File: src/rtl/uartlite_scheduler_pkg.sv
// rtl/uartlite_scheduler_pkg.sv - register map, status bits and FSM encoding shared by the scheduler
package uartlite_scheduler_pkg;

   localparam logic [3:0] ADDR_RX_FIFO  = 4'h0;
   localparam logic [3:0] ADDR_TX_FIFO  = 4'h4;
   localparam logic [3:0] ADDR_STAT_REG = 4'h8;

   localparam int STAT_RX_VALID = 0;
   localparam int STAT_TX_FULL  = 3;

   typedef enum logic [2:0] {
      ST_IDLE    = 3'd0,
      ST_STAT_AR = 3'd1,
      ST_STAT_R  = 3'd2,
      ST_RX_AR   = 3'd3,
      ST_RX_R    = 3'd4,
      ST_TX_W    = 3'd5,
      ST_TX_B    = 3'd6
   } state_t;

endpackage

File: src/rtl/sync_fifo.sv
// rtl/sync_fifo.sv - small synchronous FIFO; a push while full is rejected even if a pop lands the same cycle
module sync_fifo #(
   parameter int WIDTH = 8,
   parameter int DEPTH = 4
) (
   input  logic             i_clk,
   input  logic             i_reset,
   input  logic             i_push,
   input  logic [WIDTH-1:0] i_data,
   input  logic             i_pop,
   output logic [WIDTH-1:0] o_data,
   output logic             o_full,
   output logic             o_empty,
   output logic             o_drop
);

   localparam int AW = $clog2(DEPTH);

   logic [AW-1:0]    r_wr_ptr;
   logic [AW-1:0]    r_rd_ptr;
   logic [AW:0]      r_count;
   logic [WIDTH-1:0] r_mem [DEPTH];
   logic             w_do_push;
   logic             w_do_pop;

   assign o_full    = (r_count == (AW+1)'(DEPTH));
   assign o_empty   = (r_count == '0);
   assign w_do_push = i_push && !o_full;
   assign w_do_pop  = i_pop && !o_empty;
   assign o_drop    = i_push && o_full;
   assign o_data    = r_mem[r_rd_ptr];

   // Pointers wrap naturally because DEPTH is a power of two.
   always_ff @(posedge i_clk or posedge i_reset) begin
      if (i_reset) begin
         r_wr_ptr <= '0;
         r_rd_ptr <= '0;
         r_count  <= '0;
      end else begin
         if (w_do_push) r_wr_ptr <= r_wr_ptr + AW'(1);
         if (w_do_pop)  r_rd_ptr <= r_rd_ptr + AW'(1);
         case ({w_do_push, w_do_pop})
            2'b10:   r_count <= r_count + (AW+1)'(1);
            2'b01:   r_count <= r_count - (AW+1)'(1);
            default: r_count <= r_count;
         endcase
      end
   end

   always_ff @(posedge i_clk) begin
      if (w_do_push) r_mem[r_wr_ptr] <= i_data;
   end

endmodule

File: src/rtl/uartlite_scheduler.sv
// rtl/uartlite_scheduler.sv - polls a UART-Lite over AXI-Lite, drains RX bytes and feeds queued TX bytes
module uartlite_scheduler
   import uartlite_scheduler_pkg::*;
#(
   parameter int POLL_DIV  = 1000,
   parameter int TXQ_DEPTH = 4
) (
   input  logic        i_clk,
   input  logic        i_reset,
   input  logic        i_tx_push,
   input  logic [7:0]  i_tx_data,
   output logic        o_tx_full,
   output logic        o_tx_drop,
   output logic [7:0]  o_rx_data,
   output logic        o_rx_valid,
   output logic [3:0]  o_araddr,
   output logic        o_arvalid,
   input  logic        i_arready,
   input  logic [31:0] i_rdata,
   input  logic        i_rvalid,
   output logic        o_rready,
   output logic [3:0]  o_awaddr,
   output logic        o_awvalid,
   input  logic        i_awready,
   output logic [31:0] o_wdata,
   output logic        o_wvalid,
   input  logic        i_wready,
   input  logic        i_bvalid,
   output logic        o_bready
);

   localparam int PW = $clog2(POLL_DIV);

   state_t      r_state;
   state_t      w_next;
   logic [PW-1:0] r_poll_cnt;
   logic        r_aw_done;
   logic        r_w_done;
   logic [7:0]  r_rx_data;
   logic        r_rx_valid;
   logic [7:0]  w_head;
   logic        w_empty;
   logic        w_pop;
   logic        w_poll_hit;
   logic        w_unused_rdata;

   assign w_poll_hit     = (r_poll_cnt == PW'(POLL_DIV - 1));
   assign w_pop          = (r_state == ST_TX_B) && i_bvalid;
   assign w_unused_rdata = ^i_rdata[31:8];
   assign o_rx_data      = r_rx_data;
   assign o_rx_valid     = r_rx_valid;

   sync_fifo #(.WIDTH(8), .DEPTH(TXQ_DEPTH)) u_txq (
      .i_clk   (i_clk),
      .i_reset (i_reset),
      .i_push  (i_tx_push),
      .i_data  (i_tx_data),
      .i_pop   (w_pop),
      .o_data  (w_head),
      .o_full  (o_tx_full),
      .o_empty (w_empty),
      .o_drop  (o_tx_drop)
   );

   always_ff @(posedge i_clk or posedge i_reset) begin
      if (i_reset) r_state <= ST_IDLE;
      else         r_state <= w_next;
   end

   // RX is checked before TX so a waiting receive byte is never starved by outgoing traffic.
   always_comb begin
      w_next = r_state;
      case (r_state)
         ST_IDLE:    if (w_poll_hit || !w_empty) w_next = ST_STAT_AR;
         ST_STAT_AR: if (i_arready) w_next = ST_STAT_R;
         ST_STAT_R:
            if (i_rvalid) begin
               if (i_rdata[STAT_RX_VALID])                  w_next = ST_RX_AR;
               else if (!i_rdata[STAT_TX_FULL] && !w_empty) w_next = ST_TX_W;
               else                                         w_next = ST_IDLE;
            end
         ST_RX_AR:   if (i_arready) w_next = ST_RX_R;
         ST_RX_R:    if (i_rvalid) w_next = ST_STAT_AR;
         ST_TX_W:    if ((r_aw_done || i_awready) && (r_w_done || i_wready)) w_next = ST_TX_B;
         ST_TX_B:    if (i_bvalid) w_next = ST_IDLE;
         default:    w_next = ST_IDLE;
      endcase
   end

   always_comb begin
      o_araddr  = '0;
      o_arvalid = 1'b0;
      o_rready  = 1'b0;
      o_awaddr  = '0;
      o_awvalid = 1'b0;
      o_wdata   = '0;
      o_wvalid  = 1'b0;
      o_bready  = 1'b0;
      case (r_state)
         ST_STAT_AR: begin o_arvalid = 1'b1; o_araddr = ADDR_STAT_REG; end
         ST_RX_AR:   begin o_arvalid = 1'b1; o_araddr = ADDR_RX_FIFO; end
         ST_STAT_R,
         ST_RX_R:    o_rready = 1'b1;
         ST_TX_W: begin
            o_awaddr  = ADDR_TX_FIFO;
            o_awvalid = !r_aw_done;
            o_wdata   = {24'd0, w_head};
            o_wvalid  = !r_w_done;
         end
         ST_TX_B:    o_bready = 1'b1;
         default:    ;
      endcase
   end

   // Address and data channels complete independently; remember which already handshook.
   always_ff @(posedge i_clk or posedge i_reset) begin
      if (i_reset) begin
         r_poll_cnt <= '0;
         r_aw_done  <= 1'b0;
         r_w_done   <= 1'b0;
         r_rx_data  <= '0;
         r_rx_valid <= 1'b0;
      end else begin
         if (r_state == ST_IDLE && w_next == ST_IDLE) r_poll_cnt <= r_poll_cnt + PW'(1);
         else                                         r_poll_cnt <= '0;
         r_aw_done  <= (r_state == ST_TX_W) && (w_next == ST_TX_W) && (r_aw_done || i_awready);
         r_w_done   <= (r_state == ST_TX_W) && (w_next == ST_TX_W) && (r_w_done || i_wready);
         r_rx_valid <= (r_state == ST_RX_R) && i_rvalid;
         if (r_state == ST_RX_R && i_rvalid) r_rx_data <= i_rdata[7:0];
      end
   end

endmodule

File: config.mk
export PLATFORM = sky130hd
export DESIGN_NAME = uartlite_scheduler
export DESIGN_NICKNAME = d
export VERILOG_FILES = /design/src/rtl/uartlite_scheduler_pkg.sv /design/src/rtl/sync_fifo.sv /design/src/rtl/uartlite_scheduler.sv
export SDC_FILE = /design/constraint.sdc
export NUM_CORES = 1
export LEC_CHECK = 0
export CORE_MARGIN = 3
export CORE_UTILIZATION = 41
export CTS_CLUSTER_DIAMETER = 80
export DETAILED_ROUTE_END_ITERATION = 16
export PLACE_DENSITY = 0.76
export SYNTH_ARGS = -nofsm -noshare
export SYNTH_HDL_FRONTEND = slang
export SYNTH_SLANG_ARGS = --single-unit
File: constraint.sdc
create_clock -name i_clk -period 1.85 [get_ports i_clk]
set_input_delay 0.4625 -clock i_clk [delete_from_list [all_inputs] [get_ports i_clk]]
set_output_delay 0.4625 -clock i_clk [all_outputs]
set_load 0.02 [all_outputs]
# Word-level counts from Yosys, hierarchy flattened
# Memories as Yosys holds them, arrays and structs flattened.
# Index checks and enable logic that the tools add are counted.
[classes] n_addsub=5 n_mul=0 n_div=0 order_cmp=0 n_eq_ne=11 shifts=0 muxes=22 n_bitwise=0 n_reduce_logical=25
[op_table] operator="3-bit 2-to-1 mux" n=10
[op_table] operator="3-bit case mux with 7 select lines" n=1
[op_table] operator="3-bit equality test, second input constant" n=5
[op_table] operator="1-bit logical AND" n=11
[op_table] operator="10-bit by 1-bit adder with 10-bit output, second input constant" n=1
[op_table] operator="10-bit equality test, second input constant" n=1
[op_table] operator="10-bit 2-to-1 mux" n=1
[op_table] operator="3-bit logical NOT" n=3
[op_table] operator="8-bit 2-to-1 mux" n=1
[op_table] operator="1-bit 2-to-1 mux" n=7
[op_table] operator="3-bit by 2-bit equality test with 1-bit output, second input constant" n=2
[op_table] operator="3-bit case mux with 2 select lines" n=1
[op_table] operator="1-bit logical NOT" n=5
[op_table] operator="2-bit by 1-bit adder with 2-bit output, second input constant" n=2
[op_table] operator="4-bit 2-to-1 mux" n=1
[op_table] operator="2-bit OR reduction" n=2
[op_table] operator="3-bit by 1-bit adder with 3-bit output, second input constant" n=1
[op_table] operator="3-bit by 1-bit equality test with 1-bit output, second input constant" n=1
[op_table] operator="1-bit logical OR" n=3
[op_table] operator="3-bit by 1-bit subtractor with 3-bit output, second input constant" n=1
[op_table] operator="2-bit by 1-bit equality test with 1-bit output, second input constant" n=1
[op_table] operator="2-bit equality test, second input constant" n=1
[op_table] operator="2-bit nonzero test" n=1
[word_totals] reg_bits=31 latchBits=0 mem_bits_rw=32 romBits=0 inputBits=48 elab_cells=73 mem_count=1
[memory_table] memory="u_txq.r_mem" depth=4 width=8 read_ports=1 rd_clocked_by_memory_dff=0 wr=1 line_no="sync_fifo.sv:22" rtl="logic [WIDTH-1:0] r_mem [DEPTH];"

# Longest topological paths before layout
# Gate-level depths: netlist of run 1.
[logic_depth] depth_word=10 ltp_mapped=9 depth_no_buf=9

# Modules after synthesis
# Synthesis of run 1 repeated with hierarchy kept, for this count alone.
[hier_totals] cells_unflattened=233 area_unflattened_um2=3072.9
[modules_own_cells] module="sync_fifo" n_inst=1 cells_each=81 area_per_inst_um2=1599.0 seq_area_each_um2=1136.1
[modules_own_cells] module="uartlite_scheduler" n_inst=1 cells_each=152 area_per_inst_um2=1473.9 seq_area_each_um2=600.6

# Worst setup path after synthesis of run 1
# No wires, ideal clock.
[synth_path] kind="reg-to-reg" from="register u_txq.r_count[0]" to="register u_txq.r_count[2]" arrival_time_ns=2.331 setup_slack_ns=-0.560 path_stages_with_launch=10 path_cell_list="dfrtp_1 nor3b_1 nor2b_1 inv_1 ha_1 inv_1 fa_1 xor2_1 nor2_1 xor2_1"
[synth_via] elab_chain_cells=5 word_cells_on_any_way=12
[synth_lines] element="start, declared" line_no="sync_fifo.sv:21" rtl="logic [AW:0] r_count;"
[synth_lines] element="start signal, assigned" line_no="sync_fifo.sv:43" rtl="2'b10: r_count <= r_count + (AW+1)'(1);"
[synth_lines] element="start signal, assigned" line_no="sync_fifo.sv:44" rtl="2'b01: r_count <= r_count - (AW+1)'(1);"
[synth_lines] element="start signal, assigned" line_no="sync_fifo.sv:45" rtl="default: r_count <= r_count;"
[synth_lines] element="3-bit equality test *" line_no="sync_fifo.sv:26" rtl="assign o_full = (r_count == (AW+1)'(DEPTH));"
[synth_lines] element="via o_tx_full" line_no="uartlite_scheduler.sv:12" rtl="output logic o_tx_full,"
[synth_lines] element="1-bit logical NOT *" line_no="sync_fifo.sv:28" rtl="assign w_do_push = i_push && !o_full;"
[synth_lines] element="1-bit logical AND *" line_no="sync_fifo.sv:28"
[synth_lines] element="2-bit by 1-bit equality test with 1-bit output or 2-bit equality test (tied branches)" line_no="sync_fifo.sv:42" rtl="case ({w_do_push, w_do_pop})"
[synth_lines] element="3-bit case mux with 2 select lines or 2-bit nonzero test (tied branches)"
# The timed path passes the listed nets; every way through them passes the cells marked *.
# A chain may end at the register's enable or synchronous reset.

# Final worst setup path of run 1
[layout_path] from="register u_txq.r_rd_ptr[0]" to="output port o_wdata[1]"
[layout_via] elab_chain_cells=2
[layout_lines] element="start, declared" line_no="sync_fifo.sv:20" rtl="logic [AW-1:0] r_rd_ptr;"
[layout_lines] element="start signal, assigned" line_no="sync_fifo.sv:41" rtl="if (w_do_pop) r_rd_ptr <= r_rd_ptr + AW'(1);"
[layout_lines] element="memory 4 x 8 bit"
[layout_lines] element="8-bit 2-to-1 mux" line_no="uartlite_scheduler.sv:99" rtl="case (r_state)"
[layout_lines] element="end, declared" line_no="uartlite_scheduler.sv:25" rtl="output logic [31:0] o_wdata,"
# Every way passes these cells.

==> results of run 1 <==
## placed cells by master, fill, tap and decap left out, types with 2 or more instances in the layout
cell,netlist,routed
ha_1,6,5
and3b_1,3,2
clkbuf_8,0,9
or3_1,3,3
mux2i_1,2,2
mux2_2,9,9
clkinvlp_4,0,2
clkinv_2,0,2
buf_4,30,30
edfxtp_1,32,32
nand3_1,2,2
mux4_2,8,8
dfrtp_1,31,31
nor2_4,0,2
and2_1,15,7
nor3b_1,4,3
and2_4,0,8
nand2_1,5,4
buf_2,3,4
o31ai_1,3,3
nor2_1,8,6
xor2_1,5,5
a211oi_1,4,4
nor3_1,4,4
nand4_1,3,3
xnor2_1,4,4
bufinv_16,0,3
buf_6,2,18
clkdlybuf4s50_1,0,32
or4_1,3,3
buf_12,0,5
inv_1,10,8
o21ai_0,4,4
conb_1,1,30
nand2b_1,2,2
## power groups by stage
stage	Combinational [mW]	Sequential, mW	Clock (mW)
4_1_cts	2.14	2.03	1.44
3_5_place_dp	2.10	2.05	0
5_1_grt	2.40	2.07	1.50
2_1_floorplan	1.16	2.10	0
6_report	2.24	2.04	1.41
3_3_place_gp	2.08	2.02	0
## sequential cells by signal, summed over array words and instances, names as in the netlist
name	count
r_w_done	1
r_state	3
o_rx_valid	1
u_txq.r_wr_ptr	2
r_poll_cnt	10
u_txq.r_count	3
o_rx_data	8
u_txq.r_rd_ptr	2
u_txq.r_mem	32
r_aw_done	1
## critical path: cells and delay by family, from the launching register on
kind          cells  cell delay (ps)
simple gates      1              150
flops             1              400
buf+inv           2              270
mux               1              510
## path summary, 6_finish.rpt
path | from | to | cells after the start
min | r_poll_cnt[0]$_DFF_PP0_ | r_poll_cnt[0]$_DFF_PP0_ | 1
min in group asynchronous | i_reset | r_poll_cnt[1]$_DFF_PP0_ | 3
min reg2reg | r_poll_cnt[0]$_DFF_PP0_ | r_poll_cnt[0]$_DFF_PP0_ | 1
max | u_txq.r_rd_ptr[0]$_DFFE_PP0P_ | o_wdata[1] | 4
max in group asynchronous | i_reset | r_poll_cnt[3]$_DFF_PP0_ | 3
max reg2reg | r_state[0]$_DFF_PP0_ | u_txq.r_count[2]$_DFFE_PP0P_ | 9
## metrics by stage
step	TNS, ps	worst slack [ps]	hold slack (ps)
after floorplan	-105	-102	456
after global placement	-4160	-368	470
after detailed placement	-4200	-362	480
after global routing	-3100	-347	526
after CTS	-2480	-319	488
final	-2310	-288	493
## layout make-up
cell class                 count  area, sq um  share of cell area [%]
clock inverter                 7          111                    2.63
clock buffer                   9          124                    2.92
multi-input combinational    149         1220                    28.8
timing repair buffer          90          881                    20.8
tap                           96          120                    2.84
inverter                      10         41.3                   0.975
sequential                    63         1740                    41.0
## repair_timing
action,in CTS,in global routing
pin swaps,11,4
resized for setup,102,17
setup buffers,5,7
endpoints found under the hold margin,0,0
endpoints found under the setup margin,18,23
## routing by layer
metal	track usage [%]	vias up	share of wire, %
li1	-	952	-
met1	17.9	986	43
met2	24.4	57	51
met3	2.68	9	4.7
met4	8.06	0	1.8
met5	0	-	0
## cell families (layout without fill, tap and decap cells)
group | count (synthesis) | in the layout | synth area share [%]
XOR/XNOR | 9 | 9 | 2.56
AO/OA/AOI/OAI | 21 | 21 | 5.16
flip-flops | 63 | 63 | 56.4
other | 1 | 30 | 0.122
buffers and inverters | 48 | 116 | 10.1
multiplexers | 19 | 19 | 9.79
AND/OR/NAND/NOR | 63 | 63 | 12.8
adder cells (fa/ha/maj) | 7 | 7 | 3.09
==> impl_results.md, run 1 <==
* Outcome: finished with violations
* Failing checks: negative setup slack
* H-tree level count at 3
* Initial antenna violation count at 0
* Static Leakage at 1.78 nW
* CP arrival at 1680 ps
* Largest net degree at the start of global routing at 32
* Number of I/O pins at 104
* GRT Resource Usage Total at 14.6%
* Clock sink count at 63
* IO Port Bufs at 49
* Layout cells sized above 1 at 34.5%
* # rows at 30
* Initial Util at 43.9%
* Hold crit path type: reg -> reg
* Largest area contributor in the netlist: edfxtp_1
* Part of the power in registers at 35.8%
* Synth Warn # at 0
* Max-Cap Viols at 0
* Routed len/inst at 14.4 um
* Final period util at 116%
* Synth Area per Inst at 13.3 sq um
* FMAX at 0.468 GHz
* Placed cell areas at 3850 sq um
* Final setup viols at 12
* Share of the yosys chip area belonging to registers at 56.4%
* Max VDD drop at 0.677 mV
* CTS tree: built
* Core box area at 7020 sq um
* Hold_buf cts at 0
* Via count at 2004
* Synthesized cell area at 3080 sq um
* Vias in the first global route at 1920
* First-pass GRT wire length at 9530 um
* Post-synth ARST share at 49.2%
* Total power at 5.69 mW
* Min Clock Period, post-route at 2140 ps
* DR pass1 iterations at 4
* Crit path launch type: flip-flop
* TritonCTS buffer count at 9
* # placed instances at 398
* Top-count cell post-synth: edfxtp_1
* Cells after synthesis at 231
* Fin area at 4240 sq um
* GRT overflow at 0
* Max FO, Critical Path at 8
* Root buffer cell: clkbuf_8
* Drt drc at 0
* DPL Wire Length at 4220 um
* Crit-path cells: buf_12 > mux4_2 > and2_4 > buf_6
* Comb power frac at 39.4%
* Pwr Density at 1340 nW/um^2
* Final worst setup slack at -288 ps
* Clock share of power at 24.8%
* Top FF cell, synth: edfxtp_1
* Final Routed Wirelength at 6120 um
* Antenna-violating nets left at 0
* Fin util at 60.3%
* Unrepaired setup endpoints after global routing: yes
* CP required at 1390 ps
* Register-to-register setup slack at -110 ps
* Top cell type's share of synthesized area at 31.2%
* Final Hold Fails at 0
* Synth cell count leaders: 32 x edfxtp_1, 31 x dfrtp_1, 30 x buf_4, 15 x and2_1, 10 x inv_1
* P&R area growth vs syn at 37.5%
* ANT cells at 0
* Critical path's largest stage delay at 510 ps
* Area contributors post-synth: edfxtp_1 31%, dfrtp_1 25%, buf_4 7.3%
* Clock Pin Slew Worst Setup and Hold Paths at 80 ps
* Fillers at 557
* Sw Ratio at 30.5%
* DR vias/cell at 4.73
* Register bit count reported by yosys at 63
* Die area at 8590 sq um
* Slew Limit Fails at 0
* Routability cong. at 0.807
* DIE WIDTH at 92.7 um
* Crit-path slowest cell: mux4_2
* Iter 0 DRT Violations at 84
* Psw at 1.74 mW
* Chip Height at 92.7 um
* Post-synth EDFFs at 32
* Netlist cell types at 48
* Clk buf depth at 2
* Nets@finish at 378
* WS Path Type: reg -> out
* Worst-Skew Late Latency at 340 ps
* Internal power at 3.95 mW
* Clock skew at 9.18 ps
* Setup crit end kind: output pin
* Post-route insts no fill at 424
Power figures use the tool's default switching activity.
==> run 2, diff against run 1 <==
- ABC_CLOCK_PERIOD_IN_PS: unset -> 1850
==> results of run 2 <==
The final DEF is identical to that of run 1; final timing and power are the same.
==> run 3, diff against run 2 <==
- HOLD_SLACK_MARGIN: unset -> 0.08
==> results of run 3 <==
The final DEF is identical to that of run 1; final timing and power are the same.
==> RTL change 1 (flow settings as in run 2) <==
Change the parameter `POLL_DIV` from 1000 to 2000.
--- a/src/rtl/uartlite_scheduler.sv
+++ b/src/rtl/uartlite_scheduler.sv
@@ -3,5 +3,5 @@
    import uartlite_scheduler_pkg::*;
 #(
-   parameter int POLL_DIV  = 1000,
+   parameter int POLL_DIV  = 2000,
    parameter int TXQ_DEPTH = 4
 ) (
Check against the original RTL: same outputs for any inputs over 10 cycles, from zero or initial values and one cycle with i_reset high; that may be too few to reach the edited logic, so the function may still have changed.
==> RTL change 1 against run 2 <==
- the run still ends with setup timing left
- wire length is 1.4% lower
- setup slack better by 45 ps
- clock power is 18% lower
- area after synthesis is 0.61% higher
- final area is 0.77% lower
- power is 4.5% lower
- sequential cell count is 1 higher
- final cell count is 3.1% higher
- sequential share of layout area is 0.91 points higher
- critical path type unchanged
- largest power group unchanged
==> RTL change 1: results <==
[place]
dpl_cell_area_sq_um = 3850
port_buffers = 49
dp.cells = 411
dp_hpwl_um = 4090
pre_cts_slack_ps = -350
gp_congestion = 0.811

[clock_network]
clk_path_buf_depth = 2
cts_made_buffers = 9
clk_latency_ps = 340
clkTransAtPathRegs_ps = 70
htree_levels = 3
cts_root_buf = clkbuf_8

[synth]
ys.warnings.count = 0
synthTopCellsByCount = 32 x dfrtp_1, 32 x edfxtp_1, 30 x buf_4, 22 x nor2_1, 13 x inv_1
async_flop_share = 0.500
synthTopCellsByArea = edfxtp_1 31%, dfrtp_1 26%, buf_4 7.3%
syn_inst = 242
synth_edf_count = 32
synth-seq-area-share = 0.569
ys_types = 44

[final_layout]
filler_cell_count = 607
num_antenna_cells = 0
layout.nets = 388
drive_gt1_frac = 0.343

[global_routing]
grt_pass1_wl_um = 9450
grt_max_degree = 33
first_global_vias = 2047
use_met2 = 0.238
use_met3 = 0.0382
track_usage = 0.141
grtUsageMet1 = 0.171

[timing]
final.setup.tns_ps = -2040
skew_ps = 6.27
fin_hold_ws_ps = 505
setup_viol = 12
fin_ws_ps = -243

[critical_path]
cp_max_fo = 5
cp.arrival_ps = 1630
crit_start = u_txq.r_rd_ptr[0]$_DFFE_PP0P_
ff2ff_setup_slack_ps = -100
r2r-start = r_state[2]$_DFF_PP0_
worstSetupEndpoint = o_wdata[0]

[drt]
drt-wirelength-per-cell_um = 13.8
via_count = 2066
routed_wl_um = 6040
first_iter_violations = 103
drt_pass1_iterations = 4

[pwr]
peakVddDrop_mv = 0.703
p_leak_nw = 1.78
p_switching_mw = 1.74

[run_status]
status = finished with violations
violations = setup timing

[hold_path]
min_path_type = in2async
-- RTL change 1: cell count changes in the layout (fill, tap and decap cells not counted), sizes merged, moves of 4 or more --
| cell | run 2 | this run |
|---|---|---|
| and3 | 1 | 6 |
| a211oi | 5 | 0 |
| nor2b | 2 | 12 |
| inv | 9 | 13 |
| and2 | 15 | 1 |
| nor2 | 8 | 22 |
| nor3b | 4 | 0 |
-- RTL change 1: power groups by stage --
stage / combinational, mW / sequential, mW / clock (mW)
final: 2.25 / 2.03 / 1.15
after global routing: 2.43 / 2.08 / 1.24
after CTS: 2.04 / 2.03 / 1.19
after detailed placement: 2.04 / 2.05 / 0
after global placement: 2.00 / 2.03 / 0
after floorplan: 1.10 / 2.11 / 0
-- RTL change 1: logic make-up after synthesis --
family,synth area share
AOI/OAI and AO/OA,0.0315
buffers and inverters,0.101
xor gates and xnor gates,0.0424
DFF,0.569
adders and majority gates,0.0307
muxes,0.0977
other,0.00121
and+or+nand+nor,0.126
-- RTL change 1: critical path: stages (launching register included) --
cell	delay, ps
dfrtp_1	380
buf_6	140
mux4_2	480
nor2b_1	150
buf_2	150
-- RTL change 1: timing repair --
item	CTS	global route
buffers inserted	4	6
gates resized for setup	79	40
setup endpoints to repair	19	25
pin swaps	5	12
gates cloned	0	1
-- RTL change 1: layout make-up --
type	count	area, sq um	share of cell area
Sequential cell	64	1760	0.419
Multi-Input combinational cell	156	1240	0.295
Clock buffer	10	128	0.0304
Clock inverter	6	61.3	0.0146
Inverter	13	48.8	0.0116
Timing Repair Buffer	89	838	0.199
Tap cell	99	124	0.0295
-- RTL change 1: layer usage --
metal	vias to the layer above	routed length, um	share of wire
met5	-	0	0
met4	0	112	0.019
met3	8	361	0.060
met2	70	3050	0.51
met1	1026	2510	0.42
li1	962	-	-
==> RTL change 2 (settings of run 2) <==
Without the edit above. Re-encode `state_t` (7 states) as Gray code, 3 bits wide.
--- a/src/rtl/uartlite_scheduler_pkg.sv
+++ b/src/rtl/uartlite_scheduler_pkg.sv
@@ -10,11 +10,11 @@
 
    typedef enum logic [2:0] {
-      ST_IDLE    = 3'd0,
-      ST_STAT_AR = 3'd1,
-      ST_STAT_R  = 3'd2,
-      ST_RX_AR   = 3'd3,
-      ST_RX_R    = 3'd4,
-      ST_TX_W    = 3'd5,
-      ST_TX_B    = 3'd6
+      ST_IDLE    = 3'b000,
+      ST_STAT_AR = 3'b001,
+      ST_STAT_R  = 3'b011,
+      ST_RX_AR   = 3'b010,
+      ST_RX_R    = 3'b110,
+      ST_TX_W    = 3'b111,
+      ST_TX_B    = 3'b101
    } state_t;
 
Function: no difference found for any inputs over 10 cycles, from zero or initial values and one cycle with i_reset high; not proved beyond that.
==> RTL change 2 against run 2 <==
- the flow still finishes with violations (setup timing)
- area after synthesis down 0.65%
- final area fell by 3.2%
- clock power fell by 27%
- power shrank 2.0%
- die area decreased by 0.60%
- maximum frequency rose by 0.95%
- wire length is 3.1% lower
- setup slack gained 20 ps
- sequential cell count is the same
- critical endpoint is now o_wdata[2]
- highest routed layer unchanged
==> RTL change 2: results <==
[global_routing]
grt_max_degree = 18
track_usage = 0.146

[drt]
first_iter_violations = 95
met3_length_um = 422
m1WireLength_um = 2370
drt-wirelength-per-cell_um = 13.8

[synth]
synth-seq-area-share = 0.568
synthTopCellsByArea = edfxtp_1 31%, dfrtp_1 25%, buf_4 7.4%
synth-compound-area-share = 0.0311
ys_types = 40
synth_mux_area_frac = 0.108
yosys.area.top_type_share = 0.314
synthTopCellsByCount = 32 x edfxtp_1, 31 x dfrtp_1, 30 x buf_4, 23 x nor2_1, 13 x nand2_1

[clock_network]
clkTransAtPathRegs_ps = 80
clk_path_buf_depth = 2

[critical_path]
cp.arrival_ps = 1660
reg2reg_depth = 8

[final_layout]
layout.nets = 385
filler_cell_count = 582
drive_gt1_frac = 0.325

[hold_path]
min_path_type = in2async

[timing]
fin_ws_ps = -268
setup_viol = 9

[place]
dp_hpwl_um = 4160
pre_cts_slack_ps = -610
port_buffers = 49
gp_congestion = 0.835

[pwr]
peakVddDrop_mv = 1.08

[run_status]
status = finished with violations
violations = setup timing
RTL change 2: cells by family (layout without fill, tap and decap cells):
group / after synthesis / after routing
buf+inv: 51 / 117
fa+ha+maj: 7 / 7
simple gates: 70 / 70
flops: 63 / 63
other cells: 1 / 30
xor+xnor: 14 / 14
compound gates: 15 / 15
mux: 19 / 19
RTL change 2: worst max-delay path: cells and delay by family (launching register included):
| family | cells | cell delay (ps) |
|---|---|---|
| buffers and inverters | 2 | 290 |
| flip-flops | 1 | 400 |
| multiplexers | 1 | 490 |
| AND/OR/NAND/NOR | 1 | 140 |
RTL change 2: final cells by class:
class / count / share of cell area
clock buffer: 9 / 0.0302
clock inverter: 7 / 0.0122
inverter: 14 / 0.0128
multi-input combinational: 155 / 0.289
sequential: 63 / 0.425
tap: 96 / 0.0293
timing repair buffer: 87 / 0.202
RTL change 2: timing repair:
item / CTS / global route
pin swaps: 3 / 5
resized for setup: 78 / 28
gates cloned: 0 / 1
setup endpoints to repair: 19 / 17
hold buffers: 0 / 0
setup buffers: 2 / 5
RTL change 2: final timing paths:
kind	start	to	slack (ps)
hold reg to reg	r_poll_cnt[0]$_DFF_PP0_	r_poll_cnt[0]$_DFF_PP0_	480
max in group asynchronous	i_reset	r_state[1]$_DFF_PP0_	1160
min in group i_clk	r_poll_cnt[0]$_DFF_PP0_	r_poll_cnt[0]$_DFF_PP0_	480
setup reg to reg	r_state[1]$_DFF_PP0_	u_txq.r_count[2]$_DFFE_PP0P_	-30
setup / recovery	u_txq.r_rd_ptr[0]$_DFFE_PP0P_	o_wdata[2]	-270
hold / removal	i_reset	o_rx_data[6]$_DFFE_PP0P_	450
RTL change 2: metal layers:
| layer | global-route usage | up-vias |
|---|---|---|
| met3 | 0.0366 | 8 |
| met1 | 0.184 | 963 |
| met5 | 0 | - |
| met4 | 0.0594 | 0 |
| met2 | 0.242 | 85 |
| li1 | - | 953 |
RTL change 2: through the flow:
step                instances  instance area [sq um]  hold WS (ps)  power [mW]  TNS (ps)
finish                    431                   4100           445        5.57     -2080
global route              431                   4100           484        5.94     -3130
CTS                       425                   3960           442        5.39     -2430
detailed placement        407                   3790           477        4.33     -5030
global placement          407                   3790           475        4.25     -4780
floorplan                 269                   3180           455        3.39         0
RTL change 2: report_power, final:
| group | leakage [nW] | switching (mW) | total [mW] | internal [mW] |
|---|---|---|---|---|
| logic | 1.01 | 1.11 | 2.46 | 1.35 |
| clock network | 0.0929 | 0.539 | 1.03 | 0.487 |
| registers | 0.689 | 0.247 | 2.09 | 1.84 |
| total | 1.79 | 1.89 | 5.57 | 3.68 |
